**src/rtl/branch_target_predictor_if.sv**
```systemverilog
// Fetch/execute-side signal bundle for the branch target predictor.
// The master side is the pipeline (IF lookup, EX update, decode RAS control); the slave side is the predictor.
interface branch_target_predictor_if #(
  parameter int WORD = 16
);
  logic [WORD-1:0] lookup_pc;
  logic            pred_hit;
  logic            pred_taken;
  logic [WORD-1:0] pred_target;

  logic            upd_valid;
  logic [WORD-1:0] upd_pc;
  logic            upd_taken;
  logic [WORD-1:0] upd_target;
  logic            upd_mispredict;
  logic            flush;

  logic            ras_push;
  logic [WORD-1:0] ras_push_addr;
  logic            ras_pop;
  logic [WORD-1:0] ras_top;
  logic            ras_valid;

  logic [WORD-1:0] mispredict_count;

  modport master (
    output lookup_pc, upd_valid, upd_pc, upd_taken, upd_target, upd_mispredict,
           flush, ras_push, ras_push_addr, ras_pop,
    input  pred_hit, pred_taken, pred_target, ras_top, ras_valid, mispredict_count
  );

  modport slave (
    input  lookup_pc, upd_valid, upd_pc, upd_taken, upd_target, upd_mispredict,
           flush, ras_push, ras_push_addr, ras_pop,
    output pred_hit, pred_taken, pred_target, ras_top, ras_valid, mispredict_count
  );
endinterface

```
**src/rtl/branch_target_predictor.sv**
```systemverilog
// Tagged direct-mapped BTB with saturating direction counters, a circular return-address stack
// and a saturating misprediction counter. Lookup is combinational from registered state.
module branch_target_predictor #(
  parameter int WORD       = 16,
  parameter int INDEX_BITS = 4,
  parameter int CTR_BITS   = 2,
  parameter int RAS_DEPTH  = 4
) (
  input  logic                      clk,
  input  logic                      reset_n,
  branch_target_predictor_if.slave  bus
);
  localparam int ENTRIES  = 2 ** INDEX_BITS;
  localparam int TAG_BITS = WORD - INDEX_BITS;
  localparam int PTR_BITS = $clog2(RAS_DEPTH);
  localparam int WT_INT   = 2 ** (CTR_BITS - 1);

  localparam logic [CTR_BITS-1:0] CTR_WT  = CTR_BITS'(WT_INT);
  localparam logic [CTR_BITS-1:0] CTR_WNT = CTR_BITS'(WT_INT - 1);
  localparam logic [CTR_BITS-1:0] CTR_MAX = '1;
  localparam logic [PTR_BITS:0]   RAS_FULL = (PTR_BITS + 1)'(RAS_DEPTH);

  logic [ENTRIES-1:0]  valid_q;
  logic [TAG_BITS-1:0] tag_q    [ENTRIES];
  logic [WORD-1:0]     target_q [ENTRIES];
  logic [CTR_BITS-1:0] ctr_q    [ENTRIES];

  logic [WORD-1:0]     ras_q [RAS_DEPTH];
  logic [PTR_BITS-1:0] ras_ptr_q;
  logic [PTR_BITS:0]   ras_cnt_q;
  logic [WORD-1:0]     misp_q;

  logic [INDEX_BITS-1:0] lk_idx, up_idx;
  logic [TAG_BITS-1:0]   lk_tag, up_tag;
  logic                  up_hit;

  assign lk_idx = bus.lookup_pc[INDEX_BITS-1:0];
  assign lk_tag = bus.lookup_pc[WORD-1:INDEX_BITS];
  assign up_idx = bus.upd_pc[INDEX_BITS-1:0];
  assign up_tag = bus.upd_pc[WORD-1:INDEX_BITS];
  assign up_hit = valid_q[up_idx] && (tag_q[up_idx] == up_tag);

  assign bus.pred_hit    = valid_q[lk_idx] && (tag_q[lk_idx] == lk_tag);
  assign bus.pred_taken  = bus.pred_hit && ctr_q[lk_idx][CTR_BITS-1];
  assign bus.pred_target = bus.pred_taken ? target_q[lk_idx] : bus.lookup_pc + WORD'(1);

  assign bus.ras_valid        = (ras_cnt_q != '0);
  assign bus.ras_top          = bus.ras_valid ? ras_q[ras_ptr_q] : '0;
  assign bus.mispredict_count = misp_q;

  // Flush only drops valid bits; counters and targets survive for re-allocation.
  always_ff @(posedge clk) begin
    if (!reset_n) begin
      valid_q <= '0;
      for (int i = 0; i < ENTRIES; i++) ctr_q[i] <= CTR_WNT;
    end else if (bus.flush) begin
      valid_q <= '0;
    end else if (bus.upd_valid) begin
      if (up_hit) begin
        if (bus.upd_taken) begin
          target_q[up_idx] <= bus.upd_target;
          if (ctr_q[up_idx] != CTR_MAX) ctr_q[up_idx] <= ctr_q[up_idx] + CTR_BITS'(1);
        end else if (ctr_q[up_idx] != '0) begin
          ctr_q[up_idx] <= ctr_q[up_idx] - CTR_BITS'(1);
        end
      end else if (bus.upd_taken) begin
        valid_q[up_idx]  <= 1'b1;
        tag_q[up_idx]    <= up_tag;
        target_q[up_idx] <= bus.upd_target;
        ctr_q[up_idx]    <= CTR_WT;
      end
    end
  end

  always_ff @(posedge clk) begin
    if (!reset_n) begin
      misp_q <= '0;
    end else if (bus.upd_valid && bus.upd_mispredict && (misp_q != '1)) begin
      misp_q <= misp_q + WORD'(1);
    end
  end

  // Push+pop on a non-empty stack replaces the top in place; on an empty stack it is a plain push.
  always_ff @(posedge clk) begin
    if (!reset_n) begin
      ras_ptr_q <= '0;
      ras_cnt_q <= '0;
    end else if (bus.ras_push && bus.ras_pop && bus.ras_valid) begin
      ras_q[ras_ptr_q] <= bus.ras_push_addr;
    end else if (bus.ras_push) begin
      ras_q[ras_ptr_q + PTR_BITS'(1)] <= bus.ras_push_addr;
      ras_ptr_q <= ras_ptr_q + PTR_BITS'(1);
      if (ras_cnt_q != RAS_FULL) ras_cnt_q <= ras_cnt_q + (PTR_BITS + 1)'(1);
    end else if (bus.ras_pop && bus.ras_valid) begin
      ras_ptr_q <= ras_ptr_q - PTR_BITS'(1);
      ras_cnt_q <= ras_cnt_q - (PTR_BITS + 1)'(1);
    end
  end
endmodule

```
**src/flat_wrapper.sv**
```systemverilog
// flat-port wrapper written by rule: the top's interface ports become plain ports
module branch_target_predictor_flat 
#(
  parameter int WORD       = 16,
  parameter int INDEX_BITS = 4,
  parameter int CTR_BITS   = 2,
  parameter int RAS_DEPTH  = 4
)
  (clk, reset_n, bus_lookup_pc, bus_upd_valid, bus_upd_pc, bus_upd_taken, bus_upd_target, bus_upd_mispredict, bus_flush, bus_ras_push, bus_ras_push_addr, bus_ras_pop, bus_pred_hit, bus_pred_taken, bus_pred_target, bus_ras_top, bus_ras_valid, bus_mispredict_count);
  branch_target_predictor_if #(.WORD(WORD)) bus_i ();
  input  logic clk;
  input  logic reset_n;
  input wire logic [$bits(bus_i.lookup_pc)-1:0] bus_lookup_pc;
  input wire logic [$bits(bus_i.upd_valid)-1:0] bus_upd_valid;
  input wire logic [$bits(bus_i.upd_pc)-1:0] bus_upd_pc;
  input wire logic [$bits(bus_i.upd_taken)-1:0] bus_upd_taken;
  input wire logic [$bits(bus_i.upd_target)-1:0] bus_upd_target;
  input wire logic [$bits(bus_i.upd_mispredict)-1:0] bus_upd_mispredict;
  input wire logic [$bits(bus_i.flush)-1:0] bus_flush;
  input wire logic [$bits(bus_i.ras_push)-1:0] bus_ras_push;
  input wire logic [$bits(bus_i.ras_push_addr)-1:0] bus_ras_push_addr;
  input wire logic [$bits(bus_i.ras_pop)-1:0] bus_ras_pop;
  output wire logic [$bits(bus_i.pred_hit)-1:0] bus_pred_hit;
  output wire logic [$bits(bus_i.pred_taken)-1:0] bus_pred_taken;
  output wire logic [$bits(bus_i.pred_target)-1:0] bus_pred_target;
  output wire logic [$bits(bus_i.ras_top)-1:0] bus_ras_top;
  output wire logic [$bits(bus_i.ras_valid)-1:0] bus_ras_valid;
  output wire logic [$bits(bus_i.mispredict_count)-1:0] bus_mispredict_count;
  assign bus_i.lookup_pc = bus_lookup_pc;
  assign bus_i.upd_valid = bus_upd_valid;
  assign bus_i.upd_pc = bus_upd_pc;
  assign bus_i.upd_taken = bus_upd_taken;
  assign bus_i.upd_target = bus_upd_target;
  assign bus_i.upd_mispredict = bus_upd_mispredict;
  assign bus_i.flush = bus_flush;
  assign bus_i.ras_push = bus_ras_push;
  assign bus_i.ras_push_addr = bus_ras_push_addr;
  assign bus_i.ras_pop = bus_ras_pop;
  assign bus_pred_hit = bus_i.pred_hit;
  assign bus_pred_taken = bus_i.pred_taken;
  assign bus_pred_target = bus_i.pred_target;
  assign bus_ras_top = bus_i.ras_top;
  assign bus_ras_valid = bus_i.ras_valid;
  assign bus_mispredict_count = bus_i.mispredict_count;
  branch_target_predictor #(.WORD(WORD), .INDEX_BITS(INDEX_BITS), .CTR_BITS(CTR_BITS), .RAS_DEPTH(RAS_DEPTH)) u_core (.clk(clk), .reset_n(reset_n), .bus(bus_i));
endmodule
```
**config.mk**
```make
export PLATFORM = sky130hd
export DESIGN_NAME = branch_target_predictor_flat
export DESIGN_NICKNAME = d
export VERILOG_FILES = /design/src/rtl/branch_target_predictor_if.sv /design/src/rtl/branch_target_predictor.sv /design/src/flat_wrapper.sv
export SDC_FILE = /design/constraint.sdc
export NUM_CORES = 1
export LEC_CHECK = 0
export CAP_MARGIN = 5
export CORE_ASPECT_RATIO = 1.4
export CORE_UTILIZATION = 55
export DETAILED_ROUTE_END_ITERATION = 16
export PLACE_DENSITY = 0.77
export SYNTH_ARGS = -nofsm -noshare
export SYNTH_HDL_FRONTEND = slang
export SYNTH_SLANG_ARGS = --single-unit
```
**constraint.sdc**
```tcl
create_clock -name clk -period 4.4 [get_ports clk]
set_input_delay 0.88 -clock clk [delete_from_list [all_inputs] [get_ports clk]]
set_output_delay 0.88 -clock clk [all_outputs]
set_load 0.05 [all_outputs]
```
# Yosys cells after proc, flatten, opt, wreduce, memory -nomap -nowiden
# Memory sizes are Yosys's and may differ from the RTL's. A register that Yosys moved wholly into a read port is not among the register bits.
# Index checks and enable logic that the tools add are counted.
[totals] word_cells=107 rom_bits=0 memories=4 in_bits=72 ff_bits=37 ramBits=544 latchBits=0
[mem_list] name="u_core.target_q" depth=16 word_bits=16 read_ports=1 rd_clocked_by_memory_dff=0 write_ports=1 line="branch_target_predictor.sv:25" rtl="logic [WORD-1:0] target_q [ENTRIES];"
[mem_list] name="u_core.tag_q" depth=16 word_bits=12 read_ports=2 rd_clocked_by_memory_dff=0 write_ports=1 line="branch_target_predictor.sv:24" rtl="logic [TAG_BITS-1:0] tag_q [ENTRIES];"
[mem_list] name="u_core.ras_q" depth=4 word_bits=16 read_ports=1 rd_clocked_by_memory_dff=1 write_ports=1 line="branch_target_predictor.sv:28" rtl="logic [WORD-1:0] ras_q [RAS_DEPTH];"
[mem_list] name="u_core.ctr_q" depth=16 word_bits=2 read_ports=2 rd_clocked_by_memory_dff=0 write_ports=16 line="branch_target_predictor.sv:26" rtl="logic [CTR_BITS-1:0] ctr_q [ENTRIES];"
[classes] n_reduce_logical=18 order_cmp=3 eq_ne=6 n_div=0 add_sub_neg=8 muxes=57 shifts=0 n_bitwise=7 n_mul=0
[ops] op="$mux W16" n=4
[ops] op="$mux W1" n=38
[ops] op="$add A16 B1 Y16 const B" n=2
[ops] op="$eq A12 B12 Y1" n=2
[ops] op="$mux W2" n=8
[ops] op="$ne A16 B16 Y1 const B" n=1
[ops] op="$or A16 B16 Y16" n=1
[ops] op="$reduce_or A16 Y1" n=1
[ops] op="$lt A4 B5 Y1 const B" n=2
[ops] op="$logic_and A1 B1 Y1" n=9
[ops] op="$mux W3" n=3
[ops] op="$bmux W1 S4" n=2
[ops] op="$reduce_and A3 Y1" n=2
[ops] op="$add A2 B1 Y2 const B" n=2
[ops] op="$demux W1 S4" n=1
[ops] op="$ge A4 B1 Y1 const B" n=1
[ops] op="$mux W4" n=1
[ops] op="$reduce_bool A2 Y1" n=2
[ops] op="$reduce_or A2 Y1" n=2
[ops] op="$sub A2 B1 Y2 const B" n=2
[ops] op="$add A3 B1 Y3 const B" n=1
[ops] op="$ne A3 B3 Y1 const B" n=1
[ops] op="$not A1 Y1" n=3
[ops] op="$or A1 B1 Y1" n=3
[ops] op="other kinds (5)" n=5

# Logic depth before layout (Yosys ltp)
# Gate-level depths: netlist (run 1).
# An unclocked memory read counts as a cell.
[depth] depth_word=13 mapped_depth=15

# Worst setup path before layout (run 1)
# No wires, ideal clock.
[synth_timing] path_type="input to output" start="in bus_lookup_pc[1]" end="out bus_pred_taken" n_path_buf=4 arrival_ns=5.326 required_time_ns=3.520 slack_ns=-1.806 path_stages=12 cell_sequence="clkbuf_1 -> buf_4 -> buf_4 -> buf_2 -> mux4_2 -> mux2i_1 -> mux2i_1 -> xnor2_1 -> nand2_1 -> or3_1 -> nor4_1 -> nor2b_1"
[synth_via] elab_chain_len=4
[synth_lines] item="from (decl)" line="flat_wrapper.sv:13" rtl="input wire logic [$bits(bus_i.lookup_pc)-1:0] bus_lookup_pc;"
[synth_lines] item="$mem_v2 Z16 W12 / $bmux W1 S4 (equally long branches)"
[synth_lines] item="$eq A12 B12 Y1 / $mux W1 (equally long branches)" line="branch_target_predictor.sv:43" rtl="assign bus.pred_hit = valid_q[lk_idx] && (tag_q[lk_idx] == lk_tag);"
[synth_lines] item="$logic_and A1 B1 Y1 *" line="branch_target_predictor.sv:43"
[synth_lines] item="named net bus_pred_hit" line="flat_wrapper.sv:23" rtl="output wire logic [$bits(bus_i.pred_hit)-1:0] bus_pred_hit;"
[synth_lines] item="$logic_and A1 B1 Y1 *" line="branch_target_predictor.sv:44" rtl="assign bus.pred_taken = bus.pred_hit && ctr_q[lk_idx][CTR_BITS-1];"
[synth_lines] item="to (decl)" line="flat_wrapper.sv:24" rtl="output wire logic [$bits(bus_i.pred_taken)-1:0] bus_pred_taken;"
# Mark *: on every way through the listed nets, which the timed path passes. The rest lies on a longest branch. The select of a mux whose other input is x is not followed.

# Worst setup path after layout (run 1)
[layout_timing] start="in bus_lookup_pc[0]" end="out bus_pred_target[3]"
[layout_via] elab_chain_len=5
[layout_lines] item="$mem_v2 Z16 W12 / $bmux W1 S4 (equally long branches)"
[layout_lines] item="$eq A12 B12 Y1 / $mux W1 (equally long branches)" line="branch_target_predictor.sv:43"
[layout_lines] item="$logic_and A1 B1 Y1" line="branch_target_predictor.sv:43"
[layout_lines] item="$logic_and A1 B1 Y1" line="branch_target_predictor.sv:44"
[layout_lines] item="$mux W16 *" line="branch_target_predictor.sv:45" rtl="assign bus.pred_target = bus.pred_taken ? target_q[lk_idx] : bus.lookup_pc + WORD'(1);"
[layout_lines] item="to (decl)" line="flat_wrapper.sv:25" rtl="output wire logic [$bits(bus_i.pred_target)-1:0] bus_pred_target;"
# Mark *: on every way between the ends. The rest lies on a longest branch, timed or not. The select of a mux whose other input is x is not followed.

==> results of run 1 <==
-- kinds of logic (layout without fill, tap and decap cells) --
logic type               Yosys count  in the layout  share of synthesized area, %
buffers and inverters            107            378                         2.239
adder cells (fa/ha/maj)            3              3                        0.1726
other                              0              1                             0
multiplexers                     283            283                         21.00
AO/OA/AOI/OAI                    151            151                         4.315
AND/OR/NAND/NOR                  239            239                         4.804
flip-flops                       583            583                         65.59
XOR/XNOR                          56             56                         1.879
-- critical path, cell delays in order --
cell and delay (ns):
clkbuf_16 0.14, mux4_2 0.51, mux4_2 0.49, xor2_1 0.18, nand2b_4 0.15, or3_4 0.34
nor4_4 0.15, buf_6 0.17, buf_12 0.15, mux2_4 0.31, buf_6 0.15
-- state kept, by name (all words and copies together) (netlist names), named ones only --
signal                       cells
u_core.ras_ptr_q                 2
u_core.bus.mispredict_count     16
u_core.target_q                256
u_core.valid_q                  16
u_core.tag_q                   192
u_core.ctr_q                    32
u_core.ras_cnt_q                 3
u_core.ras_q                    64
-- layout make-up --
cell class,count,area [um^2],area share [%]
antenna,1,2.502,0.008049
clock buffer,64,1410,4.536
clock inverter,30,230.2,0.7405
inverter,10,37.54,0.1207
multi-input combinational,732,8613,27.71
sequential,583,17120,55.06
tap,624,780.7,2.511
timing repair buffer,274,2898,9.321
-- path summary, 6_finish.rpt --
check,start,end,slack [ns]
max,bus_lookup_pc[0],bus_pred_target[3],-0.14
min,u_core.valid_q[10],u_core.valid_q[10],0.48
max reg2reg,u_core.tag_q[12][11],u_core.ctr_q[5][0],0.87
min reg2reg,u_core.valid_q[10],u_core.valid_q[10],0.48
-- synth_stat cells, types with 6 or more instances --
master and instances:
a211o_1 8, a211oi_1 13, a211oi_2 8, a21boi_0 8, a21o_1 11, a21oi_1 22
a22oi_1 14, a41oi_1 7, and2_1 20, and3_1 10, buf_1 9, buf_2 24
buf_6 10, clkbuf_1 44, dfxtp_1 39, edfxtp_1 544, inv_1 8, mux2_2 7
mux2_4 9, mux2i_1 63, mux4_1 11, mux4_2 192, nand2_1 47, nand3_1 29
nand4_1 6, nor2_1 66, nor2b_1 14, nor3_1 10, o211ai_1 16, o21ai_0 23
or3_1 7, xnor2_1 34, xor2_1 22
-- routing by layer --
| layer | routed length (um) | share of wire [%] | GRT usage, % | vias to the layer above |
|---|---|---|---|---|
| li1 | - | - | - | 6308 |
| met1 | 21690 | 34 | 31.43 | 7569 |
| met2 | 33280 | 53 | 46.72 | 815 |
| met3 | 4679 | 7.4 | 4.145 | 217 |
| met4 | 3486 | 5.5 | 13.59 | 2 |
| met5 | 13 | 0.021 | 0 | - |
-- power by group through the flow --
stage,Sequential [W],Combinational (W),Clock (W)
floorplan,0.00630,0.00102,0
global placement,0.00632,0.00154,0
detailed placement,0.00633,0.00157,0
CTS,0.00621,0.00161,0.00444
global route,0.00622,0.00169,0.00463
finish,0.00621,0.00160,0.00440
-- metrics by stage --
step                      hold WS [ns]  setup TNS [ns]
after global placement          0.4507          -7.233
after CTS                       0.4830          -3.705
final                           0.4781          -1.938
after global routing            0.5118          -3.185
after floorplan                 0.4352          -2.715
after detailed placement        0.4681          -7.870
-- repair_timing --
item                                    in CTS  in global routing
buffers inserted                             4                  2
endpoints found under the setup margin      18                 18
resized for setup                           30                 12
gates cloned                                 3                  1
pin swaps                                    5                  6
==> results.yml, run 1 <==
grt:
  grt_max_degree: 41
  grt_pass1_wl_um: 92580
  antenna_found_initial: 2
  track_usage_pct: 26.58
  grt_pass1_vias: 15327
  grt_overflow: 0
floorplanning:
  initial_core_util_pct: 55.61
  die-width_um: 186.1
  dieArea_um2: 48340
  core_area_um2: 46930
  std_cell_rows: 94
  num_io_pins: 123
  die_h_um: 259.7
placement:
  io_buffers: 122
  pre_cts_ws_ns: -0.3700
  gp_congestion: 0.9010
  dpl-instance-area_um2: 29180
  hpwl_um: 40890
  placed_cells: 2214
worst_hold_path:
  hold_depth: 2
  hold_path_class: "flop to flop"
timing:
  drv_slew: 0
  setup_viol: 16
  grt_setup_unrepaired: "true"
  max_freq_ghz: 0.2204
  period_share_pct: 103.1
  setup_slack_ns: -0.1364
  finalHoldViolCount: 0
  max_slew.worst_pin.slew_ns: 0.8431
  skew_ns: 0.01942
  maxSlewHeadroom_pct: 43.71
  post-route-min-period_ns: 4.536
drt:
  drt-total-wl_um: 63150
  drt_iter0_drc: 1675
  postRouteAntennaNets: 0
  remaining_drc_errors: 0
  vias: 14911
  vias_per_cell: 6.433
  drt_first_pass_iters: 6
  wl_per_cell_um: 27.24
layout:
  fin_cells: 2318
  layout.nets: 1729
  syn_to_final_growth_pct: 19.13
  final_cell_mix: "edfxtp_1, mux4_2, buf_4"
  final_common_cell: "edfxtp_1"
  fin_util_pct: 66.25
  fin_area_um2: 31090
  nFillCells: 3016
  final_layout_size_suffix_gt1_share_pct: 31.78
synthesis:
  synth_enable_flop_cells: 544
  synth_top_area_share_pct: 62.60
  synth_area_um2: 26100
  synth_nets: 1497
  yosys-top-cells-area: "edfxtp_1, mux4_2, dfxtp_1, mux2i_1, xnor2_1"
  yosysUniqueCellTypes: 71
  synth-main-ff-cell: "edfxtp_1"
  synth.avg_cell_area_um2: 18.35
  synth_warnings: 0
  synth_seq_cells: 583
  ys_async_sr_fraction_pct: 0
  synth_area_leader_cell: "edfxtp_1"
  yosysSeqAreaShare_pct: 65.59
  postSynthCellCount: 1422
pwr:
  p_leak_nw: 10.24
  comb_power_share_pct: 13.1
  p_clk_share_pct: 36.0
  ir_drop_v: 0.0003259
  p_switching_w: 0.002915
  p_sw_share_pct: 23.87
  seq_power_share_pct: 50.8
  power_per_cell_area_nw_per_um2: 392.8
  p_int_w: 0.009297
  finalPower_w: 0.01221
worst_setup_path:
  cp_max_fo: 8
  critPathKind: "primary input to primary output"
  r2r_cells: 10
  crit_path_start_kind: "primary input"
  worstPathArrival_ns: 3.66
  cp.required_ns: 3.52
  end_kind: "primary output"
clock_tree:
  cts.sinks: 583
  clk_latency_ns: 0.59
  cts_inserted_buffers: 53
  cts_tree: "built"
  ctsHoldBuffers: 0
  cts_buffer_depth: 3
  clk_pin_slew_ns: 0.06
  cts_root_buffer: "clkbuf_16"
  htreeDepth: 2
outcome:
  failed_checks: "setup timing"
  status: "finished, violations left"
run:
  cap_violations: 0
No activity file was read; power rests on OpenSTA's default activity.
==> run 2, diff against run 1 <==
--- a/config.mk
+++ b/config.mk
@@ -7,9 +7,9 @@
 export LEC_CHECK = 0
 export CAP_MARGIN = 5
 export CORE_ASPECT_RATIO = 1.4
-export CORE_UTILIZATION = 55
+export CORE_UTILIZATION = 60
 export DETAILED_ROUTE_END_ITERATION = 16
-export PLACE_DENSITY = 0.77
+export PLACE_DENSITY = 0.79
 export SYNTH_ARGS = -nofsm -noshare
 export SYNTH_HDL_FRONTEND = slang
 export SYNTH_SLANG_ARGS = --single-unit
==> constraint.sdc (replaced) <==
create_clock -name clk -period 4.6 [get_ports clk]
set_input_delay 0.92 -clock clk [delete_from_list [all_inputs] [get_ports clk]]
set_output_delay 0.92 -clock clk [all_outputs]
set_load 0.05 [all_outputs]
==> run 2 against run 1 <==
The run still ends with setup timing left. Wire length rose by 1.4%. Largest cell class unchanged. Worst hold slack improved by 0.0062 ns. First-iteration DRC count rose by 9.3%.
==> results.yml, run 2 (synthesized netlist as in run 1, its figures left out) <==
run:
  cap_violations: 0
layout:
  final_common_cell: "edfxtp_1"
  final_cell_mix: "edfxtp_1, mux4_2, buf_4"
  final_layout_size_suffix_gt1_share_pct: 31.86
  reg_top3: "u_core.target_q (256), u_core.tag_q (192), u_core.ras_q (64)"
  largest_register_ffs: 256
  nFillCells: 2515
  fin_area_um2: 30920
  top_register: "u_core.target_q"
  layout.nets: 1730
  syn_to_final_growth_pct: 18.49
  fin_util_pct: 71.88
worst_setup_path:
  r2r_setup_slack_ns: 0.74
  cp.required_ns: 3.68
  end_kind: "primary output"
  critPathKind: "primary input to primary output"
  crit_path_start_kind: "primary input"
  cp_max_fo: 8
  worstPathArrival_ns: 3.79
placement:
  dpl-instance-area_um2: 28960
  hpwl_um: 41530
  gp_congestion: 0.8984
  io_buffers: 122
grt:
  grt_pass1_vias: 15529
  grt_max_degree: 37
  antenna_found_initial: 1
  grt_pass1_wl_um: 94820
  track_usage_pct: 29.45
  grt_overflow: 0
timing:
  period_share_pct: 102.5
  max_slew.worst_pin.slew_ns: 0.9864
  grt_setup_unrepaired: "true"
  setup-tns-final_ns: -1.396
  skew_ns: 0.02647
  setup_slack_ns: -0.1134
  drv_slew: 0
  max_freq_ghz: 0.2122
  setup_viol: 16
  maxSlewHeadroom_pct: 33.88
  post-route-min-period_ns: 4.713
  finalHoldViolCount: 0
floorplanning:
  die-width_um: 178.3
  num_io_pins: 123
  core_area_um2: 43020
  die_h_um: 248.8
  std_cell_rows: 90
  initial_core_util_pct: 60.67
  dieArea_um2: 44340
pwr:
  ir_drop_v: 0.0003558
  p_leak_nw: 10.24
  power_per_cell_area_nw_per_um2: 382.3
  finalPower_w: 0.01182
outcome:
  failed_checks: "setup timing"
  status: "finished, violations left"
clock_tree:
  clk_pin_slew_ns: 0.07
  cts_inserted_buffers: 52
  cts_tree: "built"
  cts_buffer_depth: 3
  ctsHoldBuffers: 0
  clk_latency_ns: 0.59
  cts.sinks: 583
  htreeDepth: 2
  cts_root_buffer: "clkbuf_16"
drt:
  wl_per_cell_um: 28.48
  postRouteAntennaNets: 0
  drt-total-wl_um: 64050
  drt_first_pass_iters: 6
  remaining_drc_errors: 0
  vias: 15087
  vias_per_cell: 6.708
  drt_iter0_drc: 1831
worst_hold_path:
  hold_path_class: "flop to flop"
[run 2: cell count changes in the layout (fill, tap and decap cells not counted), sizes merged]
cell	before	now
bufinv	3	6
clkinv	24	20
buf	175	177
diode	1	2
clkinvlp	1	2
inv	12	14
clkbuf	66	64
[run 2: metrics by stage]
step / worst slack (ns) / cells / hold WS [ns]
floorplan: -0.2130 / 1422 / 0.4352
global placement: -0.2129 / 2145 / 0.4478
detailed placement: -0.2072 / 2145 / 0.4614
CTS: -0.2051 / 2243 / 0.4813
global route: -0.2128 / 2248 / 0.5045
finish: -0.1134 / 2249 / 0.4844
[run 2: area by class of cell]
cell class,count,area [um^2],share of cell area (%)
sequential,583,17120,55.36
multi-input combinational,732,8597,27.80
timing repair buffer,276,2771,8.963
antenna,2,5.005,0.01619
inverter,10,37.54,0.1214
clock buffer,62,1380,4.463
clock inverter,32,322.8,1.044
tap,552,690.7,2.234
[run 2: worst max-delay path: stages]
cell and delay (ns):
clkbuf_16 0.14, buf_12 0.14, mux4_2 0.51, mux2i_2 0.25
mux2i_2 0.17, xnor2_2 0.27, nand2b_4 0.08, or3_4 0.34
nor4_4 0.15, buf_6 0.17, buf_12 0.16, mux2_4 0.32
buf_8 0.15
[run 2: path summary, 6_finish.rpt]
kind | from | end | cells after the start
setup / recovery | bus_lookup_pc[0] | bus_pred_target[2] | 13
hold reg to reg | u_core.valid_q[5] | u_core.valid_q[5] | 1
setup reg to reg | u_core.tag_q[7][1] | u_core.ctr_q[0][1] | 10
hold / removal | u_core.valid_q[5] | u_core.valid_q[5] | 1
[run 2: repair_timing]
action / in CTS / in global routing
pin swaps: 2 / 8
gates cloned: 2 / 0
endpoints found under the setup margin: 18 / 18
setup buffers: 2 / 4
resized for setup: 32 / 18
[run 2: where the power goes]
part / switching, W / internal (W)
Sequential: 0.0000566 / 0.00588
Combinational: 0.000866 / 0.000658
Clock: 0.00188 / 0.00248
Total: 0.00280 / 0.00902
[run 2: routing by layer]
layer / up-vias / GRT usage (%) / part of all wire (%)
met5: - / 0 / 0
met4: 0 / 12.98 / 4.6
met3: 195 / 4.502 / 8.1
met2: 887 / 50.26 / 52
met1: 7694 / 37.26 / 35
li1: 6311 / - / -
==> run 3, diff against run 2 <==
--- a/config.mk
+++ b/config.mk
@@ -7,9 +7,9 @@
 export LEC_CHECK = 0
 export CAP_MARGIN = 5
 export CORE_ASPECT_RATIO = 1.4
-export CORE_UTILIZATION = 60
+export CORE_UTILIZATION = 55
 export DETAILED_ROUTE_END_ITERATION = 16
-export PLACE_DENSITY = 0.79
+export PLACE_DENSITY = 0.77
 export SYNTH_ARGS = -nofsm -noshare
 export SYNTH_HDL_FRONTEND = slang
 export SYNTH_SLANG_ARGS = --single-unit
==> constraint.sdc (replaced) <==
create_clock -name clk -period 3.9 [get_ports clk]
set_input_delay 0.78 -clock clk [delete_from_list [all_inputs] [get_ports clk]]
set_output_delay 0.78 -clock clk [all_outputs]
set_load 0.05 [all_outputs]
==> run 3 against run 2 <==
Worst hold slack worse by 0.0070 ns. The run still ends with setup timing left. First-iteration DRC count is 7.6% lower. Final area is 2.7% higher. Clock power is 16% higher. Cell count is 6.3% higher. Setup slack worse by 0.48 ns. Power is 18% higher. Highest routed layer unchanged. Flip-flop and latch count stayed put. Largest power group unchanged. Wire length is 5.3% higher. Die area is 9.0% higher. Via count is 2.0% higher. Clock skew is 0.0029 ns lower.
==> results.yml, run 3 (synthesized netlist as in run 1, its figures left out) <==
pwr:
  p_switching_w: 0.003384
  p_sw_share_pct: 24.30
  power_per_cell_area_nw_per_um2: 438.5
  seq_power_share_pct: 50.3
  p_int_w: 0.01054
  comb_power_share_pct: 13.5
  p_leak_nw: 10.63
  p_clk_share_pct: 36.2
  ir_drop_v: 0.0003463
drt:
  drt_first_pass_iters: 6
  wl_per_cell_um: 28.21
  vias_per_cell: 6.438
  drt-total-wl_um: 67420
  vias: 15388
  remaining_drc_errors: 0
  postRouteAntennaNets: 0
  drt_iter0_drc: 1692
layout:
  final_layout_size_suffix_gt1_share_pct: 33.88
  syn_to_final_growth_pct: 21.68
  final_cell_mix: "edfxtp_1, mux4_2, buf_4"
  final_common_cell: "edfxtp_1"
  largest_register_ffs: 256
  reg_top3: "u_core.target_q (256), u_core.tag_q (192), u_core.ras_q (64)"
  top_register: "u_core.target_q"
  fin_util_pct: 67.66
  layout.nets: 1795
worst_setup_path:
  cp_max_fo: 7
  end_kind: "primary output"
  path_cells: "mux4_2 > mux4_2 > xor2_2 > nand2b_4 > or3_4 > nor4_4 > buf_6 > buf_12 > buf_16 > mux2_4 > buf_12"
  cp_num_buf_inv: 4
  worstPathArrival_ns: 3.71
  path_delay_family: "multiplexers"
  crit_path_start_kind: "flop"
  cpPeakStageDelay_ns: 0.52
  critPathKind: "flop to primary output"
  cp.required_ns: 3.12
  critPathSlowestCell: "mux4_2"
  critPathLaunch: "u_core.tag_q[7][10]"
  reg2reg_from: "u_core.tag_q[12][3]"
grt:
  grt_pass1_vias: 15952
  grt_pass1_wl_um: 98490
  grt_overflow: 0
  track_usage_pct: 28.30
  grt_max_degree: 58
  antenna_found_initial: 1
timing:
  max_slew.worst_pin.slew_ns: 0.8006
  post-route-min-period_ns: 4.489
  max_freq_ghz: 0.2228
  period_share_pct: 115.1
  drv_slew: 0
  setup_slack_ns: -0.5891
  finalHoldViolCount: 0
  skew_ns: 0.02360
  setup_viol: 18
  setup-tns-final_ns: -9.454
  grt_setup_unrepaired: "true"
  maxSlewHeadroom_pct: 46.56
outcome:
  failed_checks: "setup timing"
  status: "finished, violations left"
floorplanning:
  die-width_um: 186.1
  dieArea_um2: 48340
  core_area_um2: 46930
  die_h_um: 259.7
  initial_core_util_pct: 55.61
  num_io_pins: 123
  std_cell_rows: 94
clock_tree:
  cts_buffer_depth: 3
  clk_pin_slew_ns: 0.06
  htreeDepth: 2
  cts_inserted_buffers: 54
  cts_root_buffer: "clkbuf_16"
  cts_tree: "built"
  clk_latency_ns: 0.61
  cts.sinks: 583
worst_hold_path:
  hold_path_class: "flop to flop"
  worstHoldStart: "u_core.valid_q[7]"
run:
  cap_violations: 0
placement:
  hpwl_um: 43390
  io_buffers: 122
  gp_congestion: 0.9264
-- run 3: cell count changes in the layout (fill, tap and decap cells not counted), moves of 3 or more --
| cell | change |
|---|---|
| buf_8 | -6 |
| clkbuf_1 | +6 |
| mux2i_1 | +3 |
| buf_4 | +40 |
| buf_6 | +5 |
| mux2i_2 | -3 |
| bufinv_16 | -3 |
| buf_12 | +21 |
| clkbuf_16 | +3 |
-- run 3: final cells by class --
cell class / count / area [um^2]
antenna: 1 / 2.502
inverter: 10 / 37.54
multi-input combinational: 732 / 8592
clock inverter: 33 / 260.3
clock buffer: 68 / 1414
tap: 624 / 780.7
timing repair buffer: 339 / 3550
fill: 2969 / 15170
sequential: 583 / 17120
-- run 3: power groups by stage --
stage | registers [W] | logic (W) | clock network, W
6_report | 0.00701 | 0.00187 | 0.00504
5_1_grt | 0.00701 | 0.00196 | 0.00532
4_1_cts | 0.00701 | 0.00185 | 0.00509
3_5_place_dp | 0.00714 | 0.00182 | 0
3_3_place_gp | 0.00713 | 0.00178 | 0
2_1_floorplan | 0.00711 | 0.00115 | 0
-- run 3: routing by layer --
metal,part of all wire [%],vias to the layer above,GRT usage (%)
li1,-,6439,-
met1,34,7920,33.40
met2,53,832,50.53
met3,6.9,197,3.613
met4,5.4,0,14.21
met5,0,-,0
-- run 3: metrics by stage --
step	instances	hold slack (ns)	area (um^2)	setup WS [ns]	power [W]
3_5_place_dp	2268	0.4588	29730	-0.6306	0.008960
2_1_floorplan	1422	0.4352	26210	-0.6330	0.008258
4_1_cts	2378	0.4737	31570	-0.6505	0.01395
6_report	2390	0.4774	31750	-0.5891	0.01392
5_1_grt	2390	0.4999	31750	-0.6741	0.01429
3_3_place_gp	2268	0.4501	29730	-0.5862	0.008911
-- run 3: repair_timing --
item / in CTS / in global routing
pin swaps: 2 / 10
setup endpoints to repair: 18 / 18
setup buffers: 8 / 9
hold buffers: 0 / 0
gates cloned: 1 / 3
resized for setup: 18 / 13
-- run 3: path summary, 6_finish.rpt --
kind                                       endpoint  slack [ns]  cells after the start
worst max register to register   u_core.ctr_q[6][1]        0.35                     10
worst min register to register    u_core.valid_q[7]        0.48                      1
worst max-delay path            bus_pred_target[13]       -0.59                     11
worst min-delay path              u_core.valid_q[7]        0.48                      1
